## config.mk

```make
export PLATFORM = sky130hd
export DESIGN_NAME = video_timing_gen_flat
export DESIGN_NICKNAME = d
export VERILOG_FILES = /design/src/rtl/video_timing_gen_if.sv /design/src/rtl/video_timing_gen.sv /design/src/flat_wrapper.sv
export SDC_FILE = /design/constraint.sdc
export NUM_CORES = 1
export LEC_CHECK = 0
export ABC_AREA = 1
export ABC_CLOCK_PERIOD_IN_PS = 11400
export CAP_MARGIN = 20
export CORE_ASPECT_RATIO = 0.75
export CORE_MARGIN = 5
export CORE_UTILIZATION = 59
export DETAILED_ROUTE_END_ITERATION = 16
export PLACE_DENSITY = 0.86
export SLEW_MARGIN = 25
export SYNTH_ARGS = -nofsm -noshare
export SYNTH_HDL_FRONTEND = slang
export SYNTH_SLANG_ARGS = --single-unit
```

## constraint.sdc

```tcl
create_clock -name clk_sys -period 11.4 [get_ports clk_sys]
set_clock_uncertainty 0.05 [all_clocks]
set_input_delay 2.28 -clock clk_sys [delete_from_list [all_inputs] [get_ports clk_sys]]
set_output_delay 2.28 -clock clk_sys [all_outputs]
set_load 0.1 [all_outputs]
```

## src/rtl/video_timing_gen_if.sv

```systemverilog
// Video timing bundle: pixel enable, screen offsets and core RGB in; counters,
// blanking, syncs, DE, registered RGB and strobes out.
interface video_timing_gen_if #(
    parameter int HW    = 9,
    parameter int VW    = 9,
    parameter int RGB_W = 12
);
    logic             ce_pix;
    logic [4:0]       hoffs;
    logic [3:0]       voffs;
    logic [RGB_W-1:0] rgb_in;
    logic [HW-1:0]    hpos;
    logic [VW-1:0]    vpos;
    logic             hblank;
    logic             vblank;
    logic             hsync;
    logic             vsync;
    logic             de;
    logic [RGB_W-1:0] rgb_out;
    logic             line_start;
    logic             frame_start;
    logic             vblank_start;

    // master: the timing generator; slave: the core / video output side
    modport master (
        input  ce_pix, hoffs, voffs, rgb_in,
        output hpos, vpos, hblank, vblank, hsync, vsync, de, rgb_out,
               line_start, frame_start, vblank_start
    );
    modport slave (
        output ce_pix, hoffs, voffs, rgb_in,
        input  hpos, vpos, hblank, vblank, hsync, vsync, de, rgb_out,
               line_start, frame_start, vblank_start
    );
endinterface

```

## src/rtl/video_timing_gen.sv

```systemverilog
// Parametrised raster timing generator: H/V counters, blanking, syncs with
// frame-latched offsets, DE, frame/line strobes and a blanked RGB register.
module video_timing_gen #(
    parameter int HW           = 9,
    parameter int VW           = 9,
    parameter int RGB_W        = 12,
    parameter int H_TOTAL      = 384,
    parameter int H_ACT_START  = 24,
    parameter int H_ACT_END    = 280,
    parameter int H_SYNC_START = 312,
    parameter int H_SYNC_W     = 32,
    parameter int H_OFFS_STEP  = 2,
    parameter int V_TOTAL      = 263,
    parameter int V_ACT_START  = 0,
    parameter int V_ACT_END    = 224,
    parameter int V_SYNC_START = 232,
    parameter int V_SYNC_W     = 6,
    parameter int V_OFFS_STEP  = 1
) (
    input  logic               clk_sys,
    input  logic               reset,
    video_timing_gen_if.master vid
);
    localparam int OW = ((HW > VW) ? HW : VW) + 4;
    typedef logic [OW-1:0] ow_t;

    generate
        if (H_TOTAL > (1 << HW)) begin : g_chk_htot
            $error("H_TOTAL does not fit in HW bits");
        end
        if (V_TOTAL > (1 << VW)) begin : g_chk_vtot
            $error("V_TOTAL does not fit in VW bits");
        end
        if (H_ACT_END > H_TOTAL) begin : g_chk_hact
            $error("H_ACT_END exceeds H_TOTAL");
        end
        if (V_ACT_END > V_TOTAL) begin : g_chk_vact
            $error("V_ACT_END exceeds V_TOTAL");
        end
        // The sync-base wrap below corrects by at most one period.
        if (H_SYNC_START >= H_TOTAL || 16 * H_OFFS_STEP > H_TOTAL ||
            V_SYNC_START >= V_TOTAL || 8 * V_OFFS_STEP > V_TOTAL || V_SYNC_W < 1) begin : g_chk_sync
            $error("sync start/offset range must stay within one period");
        end
    endgenerate

    logic [HW-1:0]    hcnt, hcnt_nx;
    logic [VW-1:0]    vcnt, vcnt_nx;
    logic [4:0]       hoffs_l, hoffs_e;
    logic [3:0]       voffs_l, voffs_e;
    logic             hblank, vblank, hsync, vsync, de;
    logic [RGB_W-1:0] rgb_out;
    logic             line_start, frame_start, vblank_start;
    ow_t              hn, vn, hs_raw, vs_raw, hs_b, vs_b, hd, vd;
    logic             h_wrap, frame_nx, hb_nx, vb_nx, hs_act, vs_act;

    always_comb begin
        h_wrap  = (ow_t'(hcnt) == ow_t'(H_TOTAL - 1));
        hcnt_nx = h_wrap ? '0 : hcnt + HW'(1);
        vcnt_nx = vcnt;
        if (h_wrap)
            vcnt_nx = (ow_t'(vcnt) == ow_t'(V_TOTAL - 1)) ? '0 : vcnt + VW'(1);
        hn       = ow_t'(hcnt_nx);
        vn       = ow_t'(vcnt_nx);
        frame_nx = (hn == '0) && (vn == '0);
        // The edge that starts a frame already decodes with the freshly sampled offsets.
        hoffs_e  = frame_nx ? vid.hoffs : hoffs_l;
        voffs_e  = frame_nx ? vid.voffs : voffs_l;
        hs_raw   = ow_t'(H_SYNC_START) + ow_t'(H_OFFS_STEP) * {{(OW-5){hoffs_e[4]}}, hoffs_e};
        vs_raw   = ow_t'(V_SYNC_START) + ow_t'(V_OFFS_STEP) * {{(OW-4){voffs_e[3]}}, voffs_e};
        if (hs_raw[OW-1])                   hs_b = hs_raw + ow_t'(H_TOTAL);
        else if (hs_raw >= ow_t'(H_TOTAL))  hs_b = hs_raw - ow_t'(H_TOTAL);
        else                                hs_b = hs_raw;
        if (vs_raw[OW-1])                   vs_b = vs_raw + ow_t'(V_TOTAL);
        else if (vs_raw >= ow_t'(V_TOTAL))  vs_b = vs_raw - ow_t'(V_TOTAL);
        else                                vs_b = vs_raw;
        // Distances past the sync bases, modulo the period, so both windows may wrap.
        hd = (hn >= hs_b) ? hn - hs_b : hn + ow_t'(H_TOTAL) - hs_b;
        vd = (vn >= vs_b) ? vn - vs_b : vn + ow_t'(V_TOTAL) - vs_b;
        hs_act = (hd < ow_t'(H_SYNC_W));
        vs_act = ((vd == '0) && (hn >= hs_b)) ||
                 ((vd != '0) && (vd < ow_t'(V_SYNC_W))) ||
                 ((vd == ow_t'(V_SYNC_W)) && (hn < hs_b));
        hb_nx = (hn < ow_t'(H_ACT_START)) || (hn >= ow_t'(H_ACT_END));
        vb_nx = (vn < ow_t'(V_ACT_START)) || (vn >= ow_t'(V_ACT_END));
    end

    always_ff @(posedge clk_sys or posedge reset) begin
        if (reset) begin
            hcnt         <= '0;
            vcnt         <= '0;
            hoffs_l      <= '0;
            voffs_l      <= '0;
            hblank       <= 1'b1;
            vblank       <= 1'b1;
            hsync        <= 1'b1;
            vsync        <= 1'b1;
            de           <= 1'b0;
            rgb_out      <= '0;
            line_start   <= 1'b0;
            frame_start  <= 1'b0;
            vblank_start <= 1'b0;
        end else begin
            line_start   <= 1'b0;
            frame_start  <= 1'b0;
            vblank_start <= 1'b0;
            if (vid.ce_pix) begin
                hcnt         <= hcnt_nx;
                vcnt         <= vcnt_nx;
                hblank       <= hb_nx;
                vblank       <= vb_nx;
                de           <= ~hb_nx & ~vb_nx;
                hsync        <= ~hs_act;
                vsync        <= ~vs_act;
                rgb_out      <= (hblank | vblank) ? '0 : vid.rgb_in;
                line_start   <= (hn == '0);
                frame_start  <= frame_nx;
                vblank_start <= (hn == '0) && (vn == ow_t'(V_ACT_END));
                if (frame_nx) begin
                    hoffs_l <= vid.hoffs;
                    voffs_l <= vid.voffs;
                end
            end
        end
    end

    assign vid.hpos         = hcnt - HW'(H_ACT_START);
    assign vid.vpos         = vcnt - VW'(V_ACT_START);
    assign vid.hblank       = hblank;
    assign vid.vblank       = vblank;
    assign vid.hsync        = hsync;
    assign vid.vsync        = vsync;
    assign vid.de           = de;
    assign vid.rgb_out      = rgb_out;
    assign vid.line_start   = line_start;
    assign vid.frame_start  = frame_start;
    assign vid.vblank_start = vblank_start;
endmodule

```

## src/flat_wrapper.sv

```systemverilog
// flat-port wrapper written by rule: the top's interface ports become plain ports
module video_timing_gen_flat 
#(
    parameter int HW           = 9,
    parameter int VW           = 9,
    parameter int RGB_W        = 12,
    parameter int H_TOTAL      = 384,
    parameter int H_ACT_START  = 24,
    parameter int H_ACT_END    = 280,
    parameter int H_SYNC_START = 312,
    parameter int H_SYNC_W     = 32,
    parameter int H_OFFS_STEP  = 2,
    parameter int V_TOTAL      = 263,
    parameter int V_ACT_START  = 0,
    parameter int V_ACT_END    = 224,
    parameter int V_SYNC_START = 232,
    parameter int V_SYNC_W     = 6,
    parameter int V_OFFS_STEP  = 1
)
  (clk_sys, reset, vid_ce_pix, vid_hoffs, vid_voffs, vid_rgb_in, vid_hpos, vid_vpos, vid_hblank, vid_vblank, vid_hsync, vid_vsync, vid_de, vid_rgb_out, vid_line_start, vid_frame_start, vid_vblank_start);
  video_timing_gen_if #(.HW(HW), .VW(VW), .RGB_W(RGB_W)) vid_i ();
  input  logic clk_sys;
  input  logic reset;
  input wire logic [$bits(vid_i.ce_pix)-1:0] vid_ce_pix;
  input wire logic [$bits(vid_i.hoffs)-1:0] vid_hoffs;
  input wire logic [$bits(vid_i.voffs)-1:0] vid_voffs;
  input wire logic [$bits(vid_i.rgb_in)-1:0] vid_rgb_in;
  output wire logic [$bits(vid_i.hpos)-1:0] vid_hpos;
  output wire logic [$bits(vid_i.vpos)-1:0] vid_vpos;
  output wire logic [$bits(vid_i.hblank)-1:0] vid_hblank;
  output wire logic [$bits(vid_i.vblank)-1:0] vid_vblank;
  output wire logic [$bits(vid_i.hsync)-1:0] vid_hsync;
  output wire logic [$bits(vid_i.vsync)-1:0] vid_vsync;
  output wire logic [$bits(vid_i.de)-1:0] vid_de;
  output wire logic [$bits(vid_i.rgb_out)-1:0] vid_rgb_out;
  output wire logic [$bits(vid_i.line_start)-1:0] vid_line_start;
  output wire logic [$bits(vid_i.frame_start)-1:0] vid_frame_start;
  output wire logic [$bits(vid_i.vblank_start)-1:0] vid_vblank_start;
  assign vid_i.ce_pix = vid_ce_pix;
  assign vid_i.hoffs = vid_hoffs;
  assign vid_i.voffs = vid_voffs;
  assign vid_i.rgb_in = vid_rgb_in;
  assign vid_hpos = vid_i.hpos;
  assign vid_vpos = vid_i.vpos;
  assign vid_hblank = vid_i.hblank;
  assign vid_vblank = vid_i.vblank;
  assign vid_hsync = vid_i.hsync;
  assign vid_vsync = vid_i.vsync;
  assign vid_de = vid_i.de;
  assign vid_rgb_out = vid_i.rgb_out;
  assign vid_line_start = vid_i.line_start;
  assign vid_frame_start = vid_i.frame_start;
  assign vid_vblank_start = vid_i.vblank_start;
  video_timing_gen #(.HW(HW), .VW(VW), .RGB_W(RGB_W), .H_TOTAL(H_TOTAL), .H_ACT_START(H_ACT_START), .H_ACT_END(H_ACT_END), .H_SYNC_START(H_SYNC_START), .H_SYNC_W(H_SYNC_W), .H_OFFS_STEP(H_OFFS_STEP), .V_TOTAL(V_TOTAL), .V_ACT_START(V_ACT_START), .V_ACT_END(V_ACT_END), .V_SYNC_START(V_SYNC_START), .V_SYNC_W(V_SYNC_W), .V_OFFS_STEP(V_OFFS_STEP)) u_core (.clk_sys(clk_sys), .reset(reset), .vid(vid_i));
endmodule
```

### Word level (Yosys, flattened, before mapping)

Cells that the tools add are included.

* order comparisons: 10
* $add $sub $neg: 15
* reduce and logical (&&, ||, !) cells: 13
* mux-type cells: 15
* equality and inequality tests: 4
* bitwise logic cells: 6

Operators with widths (number)
* 2-to-1 mux 13 bit: 6
* 2-to-1 mux 9 bit: 3
* adder 13 x 9 -> 13 bit (second input constant): 2
* >= comparator 13 x 9 -> 1 bit (second input constant): 2
* >= comparator 9 x 13 -> 1 bit: 2
* logical NOT 13 bit: 2
* subtractor 13 bit: 2
* subtractor 13 x 9 -> 13 bit (second input constant): 2
* subtractor 9 x 13 -> 13 bit: 2
* adder 9 x 9 -> 10 bit (second input constant): 2
* adder 9 x 1 -> 9 bit (second input constant): 2
* == test 9 bit (second input constant): 2
* logical NOT 9 bit: 2
* == test 13 x 3 -> 1 bit (second input constant): 1
* < comparator 13 x 3 -> 1 bit (second input constant): 1
* < comparator 13 x 6 -> 1 bit (second input constant): 1
* < comparator 9 x 13 -> 1 bit: 1
* nonzero test 13 bit: 1
* 2-to-1 mux 12 bit: 1
* adder 10 x 6 -> 11 bit (first input constant): 1
* adder 9 x 4 -> 10 bit (first input constant): 1
* == test 9 x 8 -> 1 bit (second input constant): 1
* >= comparator 9 x 8 -> 1 bit (second input constant): 1
* >= comparator 9 bit (second input constant): 1
* 10 further kinds: 21

* output and inout bits: 38
* word-level logic and storage cells: 76
* flip-flop bits (word level): 47
* input bits: 24

### Longest topological paths before layout

Gate-level depths: netlist of the first run.

* depth after elaboration: 17
* gate-level depth with buffers: 32

### Worst setup path before layout of the first run

Ideal clock, no wire load.

* kind: reg2out
* start point: reg u_core.hcnt[3]
* end point: out vid_hpos[7]
* arrival: 2280 ps
* slack: 6790 ps
* cell stages (with the launch flop): 5
* required time: 9070 ps
* path through: dfrtp_1 ha_1 nor2_1 nand2_1 xor2_1

* word-level cells in the longest chain between the ends: 1

Ends and longest elaborated chain
* start: declaration: RTL line video_timing_gen.sv:47 `logic [HW-1:0] hcnt, hcnt_nx;`
* start signal: assignment: RTL line video_timing_gen.sv:108 `hcnt <= hcnt_nx;`
* subtractor 9 x 5 -> 9 bit: RTL line video_timing_gen.sv:127 `assign vid.hpos = hcnt - HW'(H_ACT_START);`
* end: declaration: RTL line flat_wrapper.sv:28 `output wire logic [$bits(vid_i.hpos)-1:0] vid_hpos;`

No other way between the ends.

### Final worst setup path of the first run

Ends and elaborated chain as after synthesis.

==> flow_summary.yaml, run 1 <==
global_routing:
  grt_pass1_wl_mm: 18.3
  grt_overflow: 0
  grt_pass1_vias: 3884
  grt_start_max_net_pins: 57
  grt_antenna_before_repair: 0
  grtUsageTotal: 0.261
drt:
  vias: 3985
  routedWlPerCell_um: 15.1
  first_pass_iters: 5
  avgViaCountPerCell: 5.68
  final_antenna_net_count: 0
  remaining_drc_errors: 0
  routed_wl_mm: 10.6
  drt_iter0_drc: 291
synthesis:
  synth-compound-area-share: 0.107
  synthAdderAreaFrac: 0.0981
  synth.distinct_cells: 47
  avgSynthCellArea_um2: 7.03
  synth_edf_count: 0
  synth_fp_nets: 620
  synthTopCellsByCount: "nand2_1 (164), inv_1 (64), dfrtp_1 (43), nand3_1 (43), nor2_1 (43)"
  yosysSeqAreaShare: 0.297
  synth_top_family_by_area: "simple AND/OR/NAND/NOR gates"
  synth-simple-area-share: 0.369
  synth_cells: 566
  yosysTopAreaCellShare: 0.270
  synth_top_flop_cell: "dfrtp_1"
  yosysTopAreaCell: "dfrtp_1"
  async_reset_ff_frac: 1.00
  yosysMostFrequentCell: "nand2_1"
  ys_warn_count: 0
  synth_seq_cells: 47
  synth_area_mm2: 0.00398
  synth_area_leaders: "dfrtp_1 (27%), nand2_1 (15%), ha_1 (8.8%)"
  synthMuxAreaShare: 0
  synth_xor_area_frac: 0.0330
power_and_ir_drop:
  p_total_w: 0.00113
  worst_ir_drop_vdd_mv: 0.136
  p_comb_frac: 0.684
  p_sw_frac: 0.582
  p_sw_w: 0.000656
  power.density_mw_per_mm2: 239
  p_int_w: 0.000471
  power_frac_seq: 0.221
  leakage_nw: 2.40
  clkPwrFrac: 0.094
worst_setup_path:
  crit_fanout: 5
  critical_path_class: "register to output pin"
  critPathRequiredTime_ns: 9.07
  cp-start-kind: "register"
  setup.worst_path.end_class: "output pin"
  cp.arrival_ns: 2.54
clocking:
  cts_buffers: 5
  cts_sinks: 47
  cts_buffer_depth: 2
  cts_tree: "done"
  clk_latency_ns: 0.31
  ctsResizeCount: 0
  clk_pin_slew_ns: 0.09
  holdBufCountCts: 0
  htreeDepth: 2
  cts_root_buf: "clkbuf_8"
  post-cts-setup-buffers: 0
placed_design:
  io_buffers: 61
  hpwl_mm: 8.15
  gp_congestion: 0.970
  post-place-cells: 694
worst_hold_path:
  hp-class: "register to register"
floorplan:
  rows: 25
  ios: 62
  die_y_um: 81.1
  core_area_mm2: 0.00644
  die_area_mm2: 0.00851
  start_util: 0.618
  die_x_um: 105
sta:
  rsz0062_at_grt: "false"
  max_clock_freq_mhz: 205
  drv_slew: 0
  period_share: 0.428
  setup_violations: 0
  period_minus_slack_ns: 4.87
  slew_headroom: 0.340
  worst_slew_pin_slew_ns: 0.987
  setup_tns_ns: 0
  hold_slack_ns: 0.435
  hold_viol: 0
cells_and_area:
  final_util: 0.731
  fin_cells: 702
  fill_cells: 507
  regArea_mm2: 0.00118
  antenna_cells: 0
  drive_gt1_frac: 0.111
  nNetsFinal: 674
  syn_to_final_growth_pct: 18.4
  multi_input_area_mm2: 0.00242
outcome:
  status: "complete, no violations"
job:
  max_cap_violations: 0
==> stage by stage <==
stage	worst slack, ns	cell area, µm²
finish	6.53	4710
global route	5.98	4710
CTS	6.51	4710
detailed placement	6.42	4620
global placement	6.51	4620
floorplan	6.79	3980
==> metal layers <==
metal	track usage	share of wire	vias to the layer above
li1	-	-	1926
met1	0.357	0.43	1890
met2	0.439	0.47	155
met3	0.0445	0.082	14
met4	0.0562	0.012	0
met5	0	0	-
==> final timing paths <==
| kind | from | to | slack, ns | cells after the start |
|---|---|---|---|---|
| min in group asynchronous | reset | u_core.vid.rgb_out[4] | 2.38 | 2 |
| max reg2reg | u_core.hcnt[0] | u_core.vid.vsync | 6.56 | 31 |
| max in group asynchronous | reset | u_core.hcnt[6] | 8.41 | 2 |
| max | u_core.hcnt[3] | vid_hpos[7] | 6.53 | 5 |
| min reg2reg | u_core.vid.rgb_out[10] | u_core.vid.rgb_out[10] | 0.43 | 2 |
| min | u_core.vid.rgb_out[10] | u_core.vid.rgb_out[10] | 0.43 | 2 |
==> state kept, by name, indices dropped and copies added (netlist names) <==
register and cells:
u_core.vid.de 1, u_core.hcnt 9, u_core.vid.hblank 1, u_core.voffs_l 4
u_core.vid.vblank 1, u_core.vid.vsync 1, u_core.vid.hsync 1, u_core.hoffs_l 5
u_core.vcnt 9, u_core.vid.vblank_start 1, u_core.vid.line_start 1, u_core.vid.frame_start 1
u_core.vid.rgb_out 12
==> logic make-up (layout without fill, tap and decap cells) <==
family / after synthesis / after routing
AO/OA/AOI/OAI: 73 / 73
AND/OR/NAND/NOR: 308 / 308
adder cells (fa/ha/maj): 30 / 30
XOR/XNOR: 15 / 15
flip-flops: 47 / 47
buffers and inverters: 93 / 148
==> placed cells by master, fill, tap and decap left out, types with 3 or more instances in the layout <==
cell type	netlist	final
clkdlybuf4s50_1	0	61
dfstp_2	4	4
o21ai_0	36	36
clkinv_2	1	4
inv_2	10	10
xnor2_1	3	3
nand4_1	16	16
clkbuf_8	0	5
a21oi_1	17	17
nor3_1	5	5
ha_1	28	28
nand2_1	164	164
nand3_1	43	43
nor2_1	43	43
inv_1	64	63
xor2_1	12	12
nor2_2	7	7
nand3_2	4	4
o21ai_1	6	6
nor2_4	6	6
dfrtp_1	43	43
nand2_2	9	9
==> cell type report <==
class / instances / share of cell area
Clock buffer: 5 / 0.0146
Multi-Input combinational cell: 426 / 0.513
Inverter: 77 / 0.0635
Sequential cell: 47 / 0.251
Clock inverter: 3 / 0.00398
Timing Repair Buffer: 63 / 0.133
Tap cell: 81 / 0.0215
==> power by group through the flow <==
stage          combinational, W  sequential, W  clock, W
6_report               0.000771       0.000249  0.000106
3_3_place_gp           0.000730       0.000249         0
4_1_cts                0.000767       0.000249  0.000108
3_5_place_dp           0.000758       0.000251         0
5_1_grt                0.000838       0.000255  0.000116
2_1_floorplan          0.000456       0.000383         0
==> critical path, stage by stage, from the launching register on <==
cell and delay (ns):
dfrtp_1 0.46, ha_1 0.24, nor2_1 0.18, nand2_1 0.09
xor2_1 0.13, clkdlybuf4s50_1 1.14
Note: power is estimated with default switching activity, not from simulation.
==> inputs of run 2 (changes only) <==
ABC_CLOCK_PERIOD_IN_PS = 4300   (was 11400)
CORE_UTILIZATION = 50   (was 59)
PLACE_DENSITY = 0.78   (was 0.86)
clock period = 4.3 ns   (was 11.4 ns; I/O delays follow)
==> run 2 against run 1 <==
  * Hold slack better by 0.0025 ns
  * Sequential share of layout area decreased by 1.9 points
  * Core utilization shrank 7.7 points
  * Worst setup slack got worse by 6.3 ns
  * Power rose to 2.9 times the previous value
  * Clock power grew to 3.3 times the previous value
  * Routed wire length is 4.4% higher
  * Flip-flop and latch count unchanged
  * Final area is 8.5% higher
  * Critical path type is now register to register
  * Combinational power grew to 2.9 times the previous value
  * First-iteration DRC count shrank 9.3%
  * Non-clock buffer count up 23
==> flow_summary.yaml, run 2 (same netlist as run 1, synthesis figures left out) <==
floorplan:
  ios: 62
  rows: 28
  start_util: 0.509
  core_area_mm2: 0.00781
  die_y_um: 87.3
  die_area_mm2: 0.00986
  die_x_um: 113
power_and_ir_drop:
  worst_ir_drop_vdd_mv: 0.494
  p_total_w: 0.00322
  leakage_nw: 2.57
  power.density_mw_per_mm2: 630
cells_and_area:
  nNetsFinal: 698
  reg_top3: "u_core.vid.rgb_out (12), u_core.hcnt (9), u_core.vcnt (9)"
  final_cell_mix: "nand2_1 (160), inv_1 (61), clkdlybuf4s50_1 (59)"
  antenna_cells: 0
  final_util: 0.655
  fill_cells: 664
  top_register: "u_core.vid.rgb_out"
  largest_reg_flops: 12
  mostFrequentLayoutCell: "nand2_1"
  syn_to_final_growth_pct: 28.5
  drive_gt1_frac: 0.194
worst_setup_path:
  r2r-end: "u_core.vid.vsync"
  critical_path_class: "register to register"
  critPathRequiredTime_ns: 4.50
  setup.worst_path.end_class: "register"
  r2r-start: "u_core.hcnt[1]"
  cp.arrival_ns: 4.29
  r2r_setup_slack_ns: 0.21
  crit_fanout: 10
  worstSetupStartpoint: "u_core.hcnt[1]"
  cp-start-kind: "register"
  r2r_cells: 26
drt:
  routed_wl_mm: 11.1
  vias: 3988
  routedWlPerCell_um: 14.8
  drt_iter0_drc: 264
  remaining_drc_errors: 0
  avgViaCountPerCell: 5.32
  final_antenna_net_count: 0
  first_pass_iters: 5
outcome:
  status: "complete, no violations"
global_routing:
  grt_antenna_before_repair: 0
  grt_overflow: 0
  grt_pass1_wl_mm: 18.2
  grt_start_max_net_pins: 56
  grt_pass1_vias: 3735
  grtUsageTotal: 0.226
worst_hold_path:
  min-delay-start: "u_core.vid.rgb_out[8]"
  hp-class: "register to register"
  whs_endpoint: "u_core.vid.rgb_out[8]"
  min_delay_path_depth: 2
placed_design:
  hpwl_mm: 8.44
  io_buffers: 61
  gp_congestion: 0.948
sta:
  period_minus_slack_ns: 4.09
  setup_violations: 0
  max_clock_freq_mhz: 244
  hold_viol: 0
  rsz0062_at_grt: "true"
  worst_slew_pin_slew_ns: 1.03
  drv_slew: 0
  setup_tns_ns: 0
  slew_headroom: 0.308
  hold_slack_ns: 0.437
  period_share: 0.952
clocking:
  cts_root_buf: "clkbuf_8"
  cts_buffer_depth: 2
  cts_buffers: 5
  cts_tree: "done"
  cts_sinks: 47
  htreeDepth: 2
  clk_pin_slew_ns: 0.10
  clk_latency_ns: 0.30
job:
  max_cap_violations: 0
## run 2: what timing repair did
item                                    CTS  global route
resized for setup                         4            40
gates cloned                              0             1
setup buffers                             5             7
pin swaps                                 1            12
endpoints found under the setup margin    2             2
hold buffers                              0             0
## run 2: cell type report
class | count | area, µm² | share of cell area
Multi-Input combinational cell | 427 | 2580 | 0.505
Sequential cell | 47 | 1190 | 0.232
Timing Repair Buffer | 86 | 801 | 0.157
Inverter | 77 | 299 | 0.0585
Tap cell | 105 | 131 | 0.0257
Clock buffer | 5 | 68.8 | 0.0135
Clock inverter | 3 | 46.3 | 0.00905
## run 2: through the flow
stage	cell area [µm²]	worst slack, ns	std cells
6_report	5110	0.208	750
5_1_grt	5110	-0.173	750
4_1_cts	4900	0.0450	742
3_5_place_dp	4730	-0.0769	729
3_3_place_gp	4730	0.0896	729
2_1_floorplan	3980	0.0279	566
## run 2: critical path, stage by stage (launching register included)
cell and delay (ns):
dfrtp_1 0.42, ha_2 0.23, nand2_4 0.08, nor2_4 0.13, nand3_4 0.20, clkinv_4 0.15
nand2_1 0.07, nand2_2 0.15, inv_4 0.09, nor3_4 0.20, nand3_2 0.18, buf_6 0.17
nor2_2 0.06, o21bai_2 0.14, ha_2 0.31, ha_1 0.30, a21oi_2 0.16, o21ai_0 0.09
buf_4 0.16, a31o_2 0.21, inv_2 0.08, nand2_1 0.06, nor2_1 0.11, nand2_1 0.06
nand3_1 0.06, nor2_1 0.05, nor2_1 0.08
## run 2: routing by layer
layer	up-vias	track usage	routed length (µm)
met2	134	0.365	4880
met3	17	0.0458	673
li1	1984	-	-
met1	1853	0.318	5390
met5	-	0	0
met4	0	0.0426	118
## run 2: how the worst max path moves through the flow
| stage | end | cells after the start | slack [ns] |
|---|---|---|---|
| final | u_core.vid.vsync | 26 | 0.21 |
| after global routing | u_core.vid.vsync | 28 | -0.17 |
| after CTS | u_core.vid.vsync | 28 | 0.05 |
| after detailed placement | u_core.vid.vsync | 29 | -0.08 |
| after global placement | u_core.vid.vsync | 27 | 0.09 |
| after floorplan | u_core.vid.vsync | 31 | 0.03 |
## run 2: power breakdown
group          switching (W)  internal (W)
combinational        0.00154      0.000685
clock               0.000170      0.000176
sequential         0.0000935      0.000559
total                0.00180       0.00142
